`src/rtl/data_mem_responder_if.sv`:
```
`default_nettype none
// ============================================================================
// Module      : data_mem_responder_if
// Description : Load/store port bundle between the core and the data responder.
// Revision    : 1.0 - initial release
// ============================================================================
interface data_mem_responder_if;
    logic        req;
    logic        we;
    logic [15:0] addr;
    logic [15:0] wdata;
    logic        ready;
    logic        ack;
    logic [15:0] rdata;
    logic        err;

    modport master (
        output req, we, addr, wdata,
        input  ready, ack, rdata, err
    );

    modport slave (
        input  req, we, addr, wdata,
        output ready, ack, rdata, err
    );
endinterface
`default_nettype wire

```
`src/rtl/data_mem_responder.sv`:
```
`default_nettype none
// ============================================================================
// Module      : data_mem_responder
// Description : Single-outstanding data memory with programmable wait states.
// Revision    : 1.0 - initial release
// ============================================================================
module data_mem_responder #(
    parameter int DEPTH = 256,
    parameter int WAIT  = 2
) (
    input  wire logic           clk,
    input  wire logic           rst,
    data_mem_responder_if.slave bus
);
    localparam int          c_AW        = (DEPTH > 1) ? $clog2(DEPTH) : 1;
    localparam logic [3:0]  c_WAIT_INIT = 4'(WAIT);
    localparam logic [15:0] c_DEPTH_W   = 16'(DEPTH);
    localparam bit          c_ZERO_WAIT = (WAIT == 0);

    typedef enum logic [1:0] {
        ST_IDLE = 2'd0,
        ST_WAIT = 2'd1,
        ST_RESP = 2'd2
    } state_t;

    state_t      r_state;
    logic [3:0]  r_cnt;
    logic        r_we;
    logic [15:0] r_addr;
    logic [15:0] r_wdata;
    logic [15:0] r_rdata;
    logic        r_ack;
    logic        r_err;
    logic [15:0] r_mem [DEPTH];

    // With zero wait states the commit coincides with the accept, so the
    // request fields come straight from the bus instead of the latches.
    logic            w_from_bus;
    logic            w_c_we;
    logic [15:0]     w_c_addr;
    logic [15:0]     w_c_wdata;
    logic            w_enter_resp;
    logic            w_err;
    logic [c_AW-1:0] w_idx;

    assign w_from_bus   = (r_state == ST_IDLE);
    assign w_c_we       = w_from_bus ? bus.we    : r_we;
    assign w_c_addr     = w_from_bus ? bus.addr  : r_addr;
    assign w_c_wdata    = w_from_bus ? bus.wdata : r_wdata;
    assign w_enter_resp = ((r_state == ST_IDLE) && bus.req && c_ZERO_WAIT) ||
                          ((r_state == ST_WAIT) && (r_cnt == 4'd1));
    assign w_err        = w_c_addr[0] | ({1'b0, w_c_addr[15:1]} >= c_DEPTH_W);
    assign w_idx        = w_c_addr[c_AW:1];

    always_ff @(posedge clk or negedge rst) begin
        if (!rst) begin
            r_state <= ST_IDLE;
            r_cnt   <= 4'd0;
            r_we    <= 1'b0;
            r_addr  <= 16'h0000;
            r_wdata <= 16'h0000;
            r_rdata <= 16'h0000;
            r_ack   <= 1'b0;
            r_err   <= 1'b0;
        end else begin
            r_ack <= 1'b0;
            r_err <= 1'b0;
            case (r_state)
                ST_IDLE: begin
                    if (bus.req) begin
                        r_we    <= bus.we;
                        r_addr  <= bus.addr;
                        r_wdata <= bus.wdata;
                        r_cnt   <= c_WAIT_INIT;
                        r_state <= c_ZERO_WAIT ? ST_RESP : ST_WAIT;
                    end
                end
                ST_WAIT: begin
                    r_cnt <= r_cnt - 4'd1;
                    if (r_cnt == 4'd1) begin
                        r_state <= ST_RESP;
                    end
                end
                ST_RESP: r_state <= ST_IDLE;
                default: r_state <= ST_IDLE;
            endcase
            if (w_enter_resp) begin
                r_ack   <= 1'b1;
                r_err   <= w_err;
                r_rdata <= (w_err || w_c_we) ? 16'h0000 : r_mem[w_idx];
            end
        end
    end

    // Storage is deliberately not reset; gating on rst keeps a request held
    // during reset from writing the array.
    always_ff @(posedge clk) begin
        if (rst && w_enter_resp && w_c_we && !w_err) begin
            r_mem[w_idx] <= w_c_wdata;
        end
    end

    assign bus.ready = (r_state == ST_IDLE);
    assign bus.ack   = r_ack;
    assign bus.rdata = r_rdata;
    assign bus.err   = r_err;
endmodule
`default_nettype wire

```
`src/flat_wrapper.sv`:
```
// flat-port wrapper written by rule: the top's interface ports become plain ports
module data_mem_responder_flat 
#(
    parameter int DEPTH = 256,
    parameter int WAIT  = 2
)
  (clk, rst, bus_req, bus_we, bus_addr, bus_wdata, bus_ready, bus_ack, bus_rdata, bus_err);
  data_mem_responder_if bus_i ();
  input  wire logic clk;
  input  wire logic rst;
  input wire logic [$bits(bus_i.req)-1:0] bus_req;
  input wire logic [$bits(bus_i.we)-1:0] bus_we;
  input wire logic [$bits(bus_i.addr)-1:0] bus_addr;
  input wire logic [$bits(bus_i.wdata)-1:0] bus_wdata;
  output wire logic [$bits(bus_i.ready)-1:0] bus_ready;
  output wire logic [$bits(bus_i.ack)-1:0] bus_ack;
  output wire logic [$bits(bus_i.rdata)-1:0] bus_rdata;
  output wire logic [$bits(bus_i.err)-1:0] bus_err;
  assign bus_i.req = bus_req;
  assign bus_i.we = bus_we;
  assign bus_i.addr = bus_addr;
  assign bus_i.wdata = bus_wdata;
  assign bus_ready = bus_i.ready;
  assign bus_ack = bus_i.ack;
  assign bus_rdata = bus_i.rdata;
  assign bus_err = bus_i.err;
  data_mem_responder #(.DEPTH(DEPTH), .WAIT(WAIT)) u_core (.clk(clk), .rst(rst), .bus(bus_i));
endmodule
```
`config.mk`:
```
export PLATFORM = sky130hd
export DESIGN_NAME = data_mem_responder_flat
export DESIGN_NICKNAME = d
export VERILOG_FILES = /design/src/rtl/data_mem_responder_if.sv /design/src/rtl/data_mem_responder.sv /design/src/flat_wrapper.sv
export SDC_FILE = /design/constraint.sdc
export NUM_CORES = 2
export LEC_CHECK = 0
export CORE_UTILIZATION = 50
export DETAILED_ROUTE_END_ITERATION = 10
export PLACE_DENSITY = 0.76
export SLEW_MARGIN = 20
export SYNTH_ARGS = -nofsm -noshare
export SYNTH_HDL_FRONTEND = slang
export SYNTH_SLANG_ARGS = --single-unit
```
`constraint.sdc`:
```
create_clock -name clk -period 13.7 [get_ports clk]
set_input_delay 2.74 -clock clk [delete_from_list [all_inputs] [get_ports clk]]
set_output_delay 2.74 -clock clk [all_outputs]
set_load 0.02 [all_outputs]
```
==> results.toml <==
[outcome]
status = "complete, no violations"

[floorplanning]
num_rows = 201
io_pins = 55
initial_core_util = 0.503
die_h_microns = 551
coreArea_sq_mm = 0.300
fp.dieW_microns = 551
die_area_sq_mm = 0.304

[timing]
max-slew-margin-rel = 0.0912
setup_tns_ns = 0
rsz0062_at_grt = "false"
fin_crit_sh = 0.609
worst_pin_slew_ns = 1.35
period_minus_slack_ns = 8.34
setup_ws_ns = 5.36
skew_ns = 0.0724
clock.fmax_mhz = 120
setup_viol_count_final = 0
final_hold_viol_count = 0
drv_slew = 0
hold_slack_ns = 0.476

[detailed_routing]
ant_nets = 0
vias = 93500
vias_per_cell = 7.03
drc = 0
wire_per_inst_microns = 33.4
drt_iter0_markers = 18100
wl_microns = 444000
dr.pass1.iters = 9

[setup_path]
worst_path_max_delay_cell = "nor4_2"
max_stage_delay_ns = 0.85
cpMostUsedCell = "buf_4"
ff2ff_path_depth = 13
cp-end-kind = "flop"
startpoint_type = "input pin"
critical_path.startpoint = "bus_addr[2]"
timing.rr.end = "u_core.bus.rdata[15]"
r2r_setup_slack_ns = 6.48
r2r_start = "u_core.r_state[0]"
crit_fanout = 64
cp.required_ns = 14.49
path_cells = "clkdlybuf4s50_1, or4b_1, o21a_4, buf_4, buf_4, buf_4, o22ai_1, o21ai_0, a41oi_1, nor4_2, o22ai_1, o31ai_1"
path_class = "input pin to flop"
worstPathArrival_ns = 9.13

[final_layout]
design_area_sq_mm = 0.170
nNetsFinal = 9035
area_delta_synth_final_pct = 12.4
final_core_util = 0.566
drive_gt1_frac = 0.114
multiInputGateArea_sq_mm = 0.0239
fin_cells = 13300
fillers = 21200
seq_area_sq_mm = 0.124

[yosys]
syn-num-nets = 8834
ys_types = 51
ys_async_sr_fraction = 0.0137
synth_edf_count = 4096
synth_ff_type = "edfxtp_1"
synth.avg_cell_area_sq_um = 17.2
ys_seq_elements = 4153
yosysSeqAreaShare = 0.824
syn-cell-area_sq_mm = 0.151
netlist_instances = 8796
yosysWarningCount = 0

[global_route]
grt_max_degree = 209
grt.total_usage = 0.285
grt_antenna_before_repair = 36
grt_pass1_wl_microns = 626000
overflow = 0
grt_pass1_vias = 89500

[pwr]
p_total_mw = 39.3
power.leakage_nw = 51.2
power.density_mw_per_mm2 = 232
ir_drop_mv = 0.275

[cts]
hold_buffers = 0
cts_resized = 0
clock_latency_ns = 0.94
clock-sinks = 4153
cts_tree = "built"
clockRootBuffer = "clkbuf_16"
clk_pin_slew_ns = 0.06
cts_max_level = 5
cts-buffers-inserted = 392
clock_path_buffers = 4
cts_setup_buffers = 0

[placement]
dp_hpwl_microns = 238000
numPortBuffers = 54
globalplace.congestion = 0.897
place_area_sq_mm = 0.157
preCtsSetupSlack_ns = 4.85
dp_cells = 12600

[worst_hold_path]
holdPathEnd = "u_core.r_wdata[13]"
holdPathStages = 2
hp-class = "flop to flop"
hp-start = "u_core.r_wdata[13]"

[flow_run]
drv_cap = 0
registers in the layout, indices dropped and copies added, names as in the netlist:
signal	flops
u_core.r_wdata	16
u_core.bus.err	1
u_core.bus.ack	1
u_core.r_state	2
u_core.r_addr	16
u_core.r_we	1
u_core.r_mem	4096
u_core.r_cnt	4
u_core.bus.rdata	16
Yosys cell counts (all sizes together), types with 40 or more instances:
library cell / n / share of area
nor2: 263 / 0.0065
o22ai: 1931 / 0.080
a22oi: 128 / 0.0064
clkbuf: 226 / 0.0056
nand2: 197 / 0.0049
a41oi: 226 / 0.013
a21oi: 68 / 0.0023
buf: 417 / 0.015
edfxtp: 4096 / 0.81
dfrtp: 57 / 0.0095
nor4: 40 / 0.0017
o21ai: 999 / 0.033
per-layer routing:
layer	vias up	GRT usage	part of all wire
li1	37100	-	-
met1	45900	0.366	0.33
met2	8791	0.426	0.45
met3	1589	0.0925	0.16
met4	33	0.169	0.066
met5	-	0	0.00058
power breakdown:
group | internal (mW) | total, mW | leakage, nW | switching, mW
clock network | 5.98 | 10.6 | 6.06 | 4.62
logic | 2.46 | 12.1 | 7.33 | 9.64
registers | 16.5 | 16.6 | 37.8 | 0.107
total | 25.0 | 39.3 | 51.2 | 14.4
cells in the final DEF (no fill, tap or decap), drive strengths merged, types with 57 or more instances in the layout:
cell type	Yosys	routed
edfxtp	4096	4096
o22ai	1931	1931
o21ai	999	999
clkbuf	226	502
buf	417	397
nor2	263	263
a41oi	226	226
nand2	197	197
clkinv	0	157
a22oi	128	128
a21oi	68	68
dfrtp	57	57
worst max-delay path: cells and delay by family:
| family | cells | cell delay, ns |
|---|---|---|
| AO/OA/AOI/OAI | 6 | 2.23 |
| AND/OR/NAND/NOR | 2 | 1.09 |
| buffers and inverters | 4 | 2.83 |
worst max path at each step:
stage | endpoint | slack, ns
floorplan | u_core.r_mem[0][11] | 7.04
global route | u_core.bus.rdata[15] | 5.41
global placement | u_core.bus.rdata[15] | 4.54
detailed placement | u_core.bus.rdata[15] | 4.85
finish | u_core.bus.rdata[15] | 5.36
CTS | u_core.bus.rdata[15] | 5.78
logic make-up after synthesis:
group | synth area share
muxes | 0.0000663
buffers and inverters | 0.0208
DFF | 0.824
AOI/OAI and AO/OA | 0.139
adders and majority gates | 0.000166
and+or+nand+nor | 0.0156
xor gates and xnor gates | 0.0000580
cell type report:
type                       count  area share
antenna                       20    0.000295
multi-input combinational   3986       0.141
timing repair buffer         450      0.0228
clock inverter               211      0.0113
clock buffer                 502      0.0618
inverter                      14    0.000310
tap                         3958      0.0292
sequential                  4153       0.733
Note: power is estimated with default switching activity, not from simulation.
